==> src/rtl/fifo3_packer.sv <==
// Serial byte stager feeding the three write lanes of the 3-way FIFO.
// Define PACKER_TIMEOUT_EN to hold partial groups for up to TIMEOUT cycles (or until flush).
module fifo3_packer #(
   parameter int DEPTH   = 6,
   parameter int TIMEOUT = 4
) (
   input  logic       clk,
   input  logic       reset,
   input  logic [7:0] in_data,
   input  logic       in_valid,
   output logic       in_ready,
   input  logic       flush,
   output logic [7:0] wr_data_0,
   output logic [7:0] wr_data_1,
   output logic [7:0] wr_data_2,
   output logic [2:0] wr_valid,
   input  logic [2:0] wr_able,
   output logic [3:0] count
);

   localparam logic [3:0] DEPTH_L = 4'(DEPTH);

`ifdef PACKER_TIMEOUT_EN
   localparam logic [3:0] TMO_LAST = 4'(TIMEOUT - 1);
   typedef enum logic [1:0] {S_IDLE, S_HOLD, S_SEND} state_t;
`else
   typedef enum logic [0:0] {S_IDLE, S_SEND} state_t;
`endif

   logic [7:0] r_mem [DEPTH];
   logic [3:0] r_head;
   logic [3:0] r_tail;
   logic [3:0] r_count;
   state_t     r_state;
   state_t     w_state_next;
   logic [2:0] w_valid;
   logic [2:0] w_hit;
   logic [1:0] w_acc;
   logic       w_push;
   logic [3:0] w_count_next;
   logic [3:0] w_idx1;
   logic [3:0] w_idx2;

`ifdef PACKER_TIMEOUT_EN
   logic [3:0] r_timer;
   logic [3:0] w_timer_next;
`else
   logic       w_unused_cfg;
   assign w_unused_cfg = flush | (TIMEOUT > 0);
`endif

   // acc never exceeds DEPTH (>=3), so one conditional subtract implements mod DEPTH
   function automatic logic [3:0] f_wrap(input logic [3:0] base, input logic [1:0] inc);
      logic [4:0] s;
      s = {1'b0, base} + {3'b000, inc};
      if (s >= {1'b0, DEPTH_L}) s = s - {1'b0, DEPTH_L};
      return s[3:0];
   endfunction

   assign in_ready     = (r_count != DEPTH_L);
   assign w_push       = in_valid && in_ready;
   assign w_idx1       = f_wrap(r_head, 2'd1);
   assign w_idx2       = f_wrap(r_head, 2'd2);
   assign wr_data_0    = r_mem[r_head];
   assign wr_data_1    = r_mem[w_idx1];
   assign wr_data_2    = r_mem[w_idx2];
   assign wr_valid     = w_valid;
   assign count        = r_count;
   assign w_hit        = wr_able & w_valid;
   assign w_count_next = r_count - {2'b00, w_acc} + {3'b000, w_push};

   always_comb begin
      w_valid = '0;
      if (r_state == S_SEND) begin
         if (r_count >= 4'd3)      w_valid = 3'b111;
         else if (r_count == 4'd2) w_valid = 3'b011;
         else if (r_count == 4'd1) w_valid = 3'b001;
      end
   end

   always_comb begin
      w_acc = 2'd0;
      if (w_hit[0]) begin
         w_acc = 2'd1;
         if (w_hit[1]) begin
            w_acc = 2'd2;
            if (w_hit[2]) w_acc = 2'd3;
         end
      end
   end

   always_comb begin
      w_state_next = r_state;
`ifdef PACKER_TIMEOUT_EN
      w_timer_next = r_timer;
`endif
      case (r_state)
         S_IDLE: begin
            if (w_push) begin
`ifdef PACKER_TIMEOUT_EN
               w_state_next = S_HOLD;
               w_timer_next = '0;
`else
               w_state_next = S_SEND;
`endif
            end
         end
`ifdef PACKER_TIMEOUT_EN
         S_HOLD: begin
            w_timer_next = r_timer + 4'd1;
            if (w_count_next >= 4'd3 || r_timer == TMO_LAST || flush) w_state_next = S_SEND;
         end
`endif
         S_SEND: begin
            if (w_count_next == '0) begin
               w_state_next = S_IDLE;
            end
`ifdef PACKER_TIMEOUT_EN
            else if (w_count_next < 4'd3 && w_acc != 2'd0) begin
               w_state_next = S_HOLD;
               w_timer_next = '0;
            end
`endif
         end
         default: w_state_next = S_IDLE;
      endcase
   end

   always_ff @(posedge clk or posedge reset) begin
      if (reset) begin
         r_head  <= '0;
         r_tail  <= '0;
         r_count <= '0;
         r_state <= S_IDLE;
`ifdef PACKER_TIMEOUT_EN
         r_timer <= '0;
`endif
      end else begin
         r_head  <= f_wrap(r_head, w_acc);
         if (w_push) r_tail <= f_wrap(r_tail, 2'd1);
         r_count <= w_count_next;
         r_state <= w_state_next;
`ifdef PACKER_TIMEOUT_EN
         r_timer <= w_timer_next;
`endif
      end
   end

   always_ff @(posedge clk) begin
      if (w_push) r_mem[r_tail] <= in_data;
   end

endmodule

==> config.mk <==
export PLATFORM = sky130hd
export DESIGN_NAME = fifo3_packer
export DESIGN_NICKNAME = d
export VERILOG_FILES = /design/src/rtl/fifo3_packer.sv
export SDC_FILE = /design/constraint.sdc
export NUM_CORES = 1
export LEC_CHECK = 0
export ABC_CLOCK_PERIOD_IN_PS = 3400
export BUFFER_PORTS_ARGS = -buffer_cell sky130_fd_sc_hd__buf_2
export CAP_MARGIN = 40
export CORE_ASPECT_RATIO = 0.5
export CORE_MARGIN = 2
export CORE_UTILIZATION = 59
export CTS_CLUSTER_DIAMETER = 60
export DETAILED_ROUTE_END_ITERATION = 7
export GPL_ROUTABILITY_DRIVEN = 0
export PLACE_DENSITY = 0.78
export REMOVE_ABC_BUFFERS = 1
export SLEW_MARGIN = 40
export SYNTH_ARGS = -nofsm -noshare
export SYNTH_HDL_FRONTEND = slang
export SYNTH_SLANG_ARGS = --single-unit
==> constraint.sdc <==
create_clock -name clk -period 3.4 [get_ports clk]
set_input_delay 0 -clock clk [delete_from_list [all_inputs] [get_ports clk]]
set_output_delay 0 -clock clk [all_outputs]
set_load 0.05 [all_outputs]
Word-level counts from Yosys, hierarchy flattened:

Memory sizes are Yosys's and may differ from the RTL's.
Cells that the tools add are included.
Widths: inputs -> output; s select.

* $add $sub $neg: 10
* $lt $le $gt $ge: 5
* eq/ne operators: 3
* multiplexer cells: 15
* bitwise logic cells: 2
* reduce and logical (&&, ||, !) cells: 2

Operators by type and width (count)
* $ge 5x3->1 const B: 4
* $mux 3: 4
* $add 4x1->5 const B: 2
* $mux 4: 2
* $sub 4x3->4 const B: 2
* $mux 2: 3
* $sub 3x3->3 const B: 2
* $add 4x2->5: 1
* $add 4x2->5 const B: 1
* $mux 1: 5
* $add 4x1->4: 1
* $eq 4x1->1 const B: 1
* $eq 4x2->1 const B: 1
* $ge 4x2->1 const B: 1
* $logic_not 4->1: 1
* $ne 4x3->1 const B: 1
* $sub 4x2->4: 1
* $and 3x3->3: 1
* $pmux 1 s2: 1
* $logic_and 1x1->1: 1
* $not 1->1: 1

* register bits after elaboration: 13
* bits in writable memories: 48
* input bits: 15
* output and inout port bits: 32
* logic and storage cells: 42
* memories: 1

Memory list
* r_mem: words 6, bits a word 8, rd ports 3, clocked after Yosys merged registers in 0, wr ports 1, RTL line 30 `logic [7:0] r_mem [DEPTH];`

Depth between registers and ports, before layout:

* depth after elaboration: 14
* mapped depth: 14
* mapped depth without buffers: 14

Worst setup path before layout:

OpenSTA, ideal clock, no wires.

* kind: reg2reg
* start point: register r_count[2], in the netlist count[2]
* end point: register r_head[1]
* setup time: 90 ps
* arrival time: 4208 ps
* data required time: 3310 ps
* slack: -898 ps
* cell stages (with the launch flop): 10
* buffers on the path: 1
* period minus slack after synthesis: 4298 ps
* cell sequence: dfrtp_1 inv_1 ha_1 a21boi_0 a31oi_1 ha_1 fa_1 clkbuf_1 or4b_2 o221ai_1

* cells in the longest elaborated chain, start to end: 10
* elaborated cells between the ends (all ways): 15
* those cells by class: add/sub: 2; order compare: 2; eq/ne: 2; mux: 8; bitwise: 1

Ends and longest elaborated chain
* start: declaration: RTL line 33 `logic [3:0] r_count;`
* start signal: assignment: RTL line 141 `r_count <= w_count_next;`
* branches (longest 2 deep; another with $ge 4x2->1)
* $mux 3 (*): RTL line 75 `if (r_count >= 4'd3) w_valid = 3'b111;`
* $mux 3 (*): RTL line 74 `if (r_state == S_SEND) begin`
* net wr_valid[1]: RTL line 16 `output logic [2:0] wr_valid,`
* $and 3x3->3 (*): RTL line 69 `assign w_hit = wr_able & w_valid;`
* $mux 2 (*): RTL line 85 `if (w_hit[1]) begin`
* $mux 2 (*): RTL line 83 `if (w_hit[0]) begin`
* $add 4x2->5 (*): RTL line 55 `s = {1'b0, base} + {3'b000, inc};`
* $sub 4x3->4 or $ge 5x3->1 (tied branches): RTL line 56 `if (s >= {1'b0, DEPTH_L}) s = s - {1'b0, DEPTH_L};`
* $mux 4 (*): RTL line 56
* end signal: assignment: RTL line 139 `r_head <= f_wrap(r_head, w_acc);`
* end: declaration: RTL line 31 `logic [3:0] r_head;`

Mark *: on every way through the listed nets, which the timed path passes.
A chain may end at the register's enable or synchronous reset.

Worst setup path in the final report:

* start point: register r_head[1]
* end point: output wr_data_1[4]

* cells in the longest elaborated chain, start to end: 4
* elaborated cells between the ends (all ways): 5
* those cells by class: add/sub: 2; order compare: 1; mux: 1; memory: 1

Ends and longest elaborated chain
* $add 4x1->5 (*): RTL line 55
* $ge 5x3->1 or $sub 3x3->3 (tied branches): RTL line 56
* $mux 3 (*): RTL line 56
* $mem_v2 6x8 (*)
* end: declaration: RTL line 14 `output logic [7:0] wr_data_1,`

Mark *: on every way between the ends. The rest lies on a longest branch, timed or not.

==> flow_metrics.py <==
metrics = {
    "synthesis": {
        "synthAdderAreaFrac_pct": 7.15,
        "synth_seq_cells": 61,
        "synth_edf_count": 48,
        "avgSynthCellArea_sq_um": 11.4,
        "synth.mux.area_fraction_pct": 17.8,
        "synth_compound_area_share_pct": 13.1,
        "synth_cells": 342,
        "synth_top_flop_cell": "edfxtp_1",
        "yosys_warnings": 0,
        "synth_xor_area_share_pct": 2.45,
        "synth_top_family_by_area": "multiplexers",
        "synthArstFlopShare_pct": 21.3,
        "synthesis.area_sq_um": 3880,
        "synth_cell_type_count": 52,
        "synth-simple-area-share_pct": 9.95,
        "seq_area_frac_synth_pct": 45.5,
    },
    "floorplan": {
        "rows": 20,
        "die_h_microns": 61.4,
        "coreArea_sq_um": 6210,
        "fp.dieW_microns": 119,
        "dieArea_sq_um": 7290,
        "initial_core_util_pct": 62.6,
        "ioPinCount": 47,
    },
    "cts": {
        "clkTransAtPathRegs_ns": 0.05,
        "cts-buffers-inserted": 9,
        "htreeDepth": 3,
        "clock-root-buffer": "clkbuf_16",
        "cts_tree": "yes",
        "cts.sinks": 61,
        "clk_latency_ns": 0.33,
        "cts_buffer_depth": 2,
    },
    "global_route": {
        "grt_use_total_pct": 26.9,
        "antenna_found_initial": 0,
        "grt-ovfl-total": 0,
        "grt_pass1_vias": 2976,
        "grt_max_degree": 55,
        "grt_pass1_wl_microns": 14600,
    },
    "critical_path": {
        "critPathCaptureType": "primary output",
        "r2r-start": "count[2]",
        "reg2regPathDepth": 14,
        "r2r_end": "r_state",
        "critPathArrivalTime_ns": 3.26,
        "worstPathRequired_ns": 3.40,
        "r2r_setup_slack_ns": 0.29,
        "critical_path.max_fanout": 11,
        "crit_path_start_kind": "flip-flop",
        "criticalPathCategory": "flip-flop to primary output",
    },
    "layout": {
        "syn_to_final_growth_pct": 20.1,
        "diodes": 0,
        "drive_gt1_share_pct": 25.3,
        "fillers": 414,
        "final_cell_mix": "edfxtp_1 (48), mux2i_1 (45), buf_2 (45), a21oi_1 (22)",
        "layout_commonest_cell": "edfxtp_1",
        "nets": 438,
    },
    "timing": {
        "setup_viol": 0,
        "period_needed_ns": 3.26,
        "fmax_ghz": 0.306,
        "final-hold-violation-count": 0,
        "tns_ns": 0,
        "worst_pin_slew_ns": 0.781,
        "finalClockSkew_ns": 0.00461,
        "rsz0062_at_grt": "no",
        "slew_viol_final": 0,
        "slew-limit-headroom_pct": 47.9,
        "fin_crit_sh_pct": 96.0,
    },
    "min_path": {
        "hold_end": "r_head[0]",
        "holdPathStages": 3,
        "hp-start": "wr_able[1]",
        "hp-class": "input port to flip-flop",
    },
    "placed_design": {
        "port_buffers": 45,
        "dp_hpwl_microns": 5870,
    },
    "run_status": {
        "status": "finished clean",
    },
    "detailed_routing": {
        "post_drt_wl_per_cell_microns": 18.5,
        "routed_via_density": 6.07,
        "dr.pass1.iters": 5,
        "wl_microns": 9180,
        "drt_iter0_markers": 238,
        "drc": 0,
        "vias": 3007,
        "ant_nets": 0,
    },
    "flow_run": {
        "maxCapViolCount": 0,
    },
}
routing by layer:
| metal | vias up | part of all wire [%] | wire length (microns) | GRT usage [%] |
|---|---|---|---|---|
| met2 | 133 | 49 | 4480 | 49.0 |
| li1 | 1398 | - | - | - |
| met4 | 0 | 1.6 | 148 | 8.84 |
| met5 | - | 0 | 0 | 0 |
| met3 | 20 | 6.4 | 589 | 7.04 |
| met1 | 1456 | 43 | 3960 | 32.4 |
per-stage QoR:
step / hold WS [ns] / cell area [sq um] / setup WS, ns / instances / utilization, %
2_1_floorplan: -0.123 / 3790 / -1.10 / 323 / -
3_3_place_gp: 0.0457 / 4230 / 0.349 / 468 / 68.1
3_5_place_dp: 0.0549 / 4230 / 0.222 / 468 / 68.1
4_1_cts: 0.188 / 4660 / 0.0982 / 495 / 75.1
5_1_grt: 0.216 / 4660 / 0.00659 / 495 / 75.2
6_report: 0.194 / 4660 / 0.136 / 495 / 75.2
cell usage after synthesis, drive strengths merged (2+ instances only):
master	n	area, sq um
xnor2	5	51.3
nand3	6	30.0
xor2	5	43.8
a21boi	10	75.1
nor3	9	45.0
nor2	17	63.8
a21oi	23	119
nand2b	10	62.6
nand4	2	12.5
ha	19	238
o31ai	9	67.6
nand2	17	63.8
dfrtp	13	325
fa	2	40.0
buf	11	67.6
edfxtp	48	1440
nor2b	5	38.8
o22ai	2	12.5
a221oi	3	43.8
inv	16	60.1
o21ai	12	60.1
nor4	3	18.8
a211oi	2	15.0
nand3b	2	15.0
mux2i	45	450
a21o	3	22.5
clkbuf	8	30.0
and3	2	12.5
mux2	19	214
area by class of cell:
class,count,area (sq um),area share (%)
Sequential cell,61,1770,37.9
Inverter,16,60.1,1.29
Multi-Input combinational cell,246,1970,42.3
Timing Repair Buffer,68,420,9.01
Clock inverter,5,98.8,2.12
Clock buffer,11,233,4.99
Tap cell,88,110,2.36
worst max path at each step:
stage                     slack [ns]      start            to
final                           0.14  r_head[1]  wr_data_1[4]
after global routing           0.007  r_head[1]  wr_data_1[5]
after CTS                        0.1  r_head[1]  wr_data_1[2]
after detailed placement        0.22  r_head[1]  wr_data_1[0]
after global placement          0.35  r_head[1]  wr_data_1[0]
after floorplan                -1.10  r_head[0]  wr_data_1[1]
timing repair:
| action | CTS | global route |
|---|---|---|
| hold buffers | 9 | 0 |
| hold endpoints to repair | 61 | 0 |
| resized for setup | 0 | 1 |
| setup endpoints to repair | 8 | 14 |
| gates cloned | 0 | 0 |
| buffers inserted | 2 | 0 |
| pin swaps | 1 | 0 |
flip-flops by register name (all words and copies together), names as in the netlist:
register,flops
r_mem,48
count,4
r_head,4
r_tail,4
r_state,1
worst max-delay path, stage by stage, from the launching register on:
cell and delay [ns]:
dfrtp_2 0.51, ha_1 0.28, xnor2_2 0.17, inv_1 0.12
ha_1 0.26, a211oi_1 0.09, a41o_4 0.30, a221oi_4 0.24
buf_4 0.21, mux2_2 0.34, mux2i_1 0.14, buf_2 0.29
cell families (layout without fill, tap and decap cells):
kind of cell / count (synthesis) / count (layout)
XOR/XNOR: 10 / 10
AND/OR/NAND/NOR: 76 / 76
multiplexers: 65 / 65
buffers and inverters: 35 / 100
adder cells (fa/ha/maj): 21 / 21
flip-flops: 61 / 61
AO/OA/AOI/OAI: 74 / 74
Power is not shown: default switching activity piles up to over one toggle a cycle in this logic, so the estimate is an artifact.
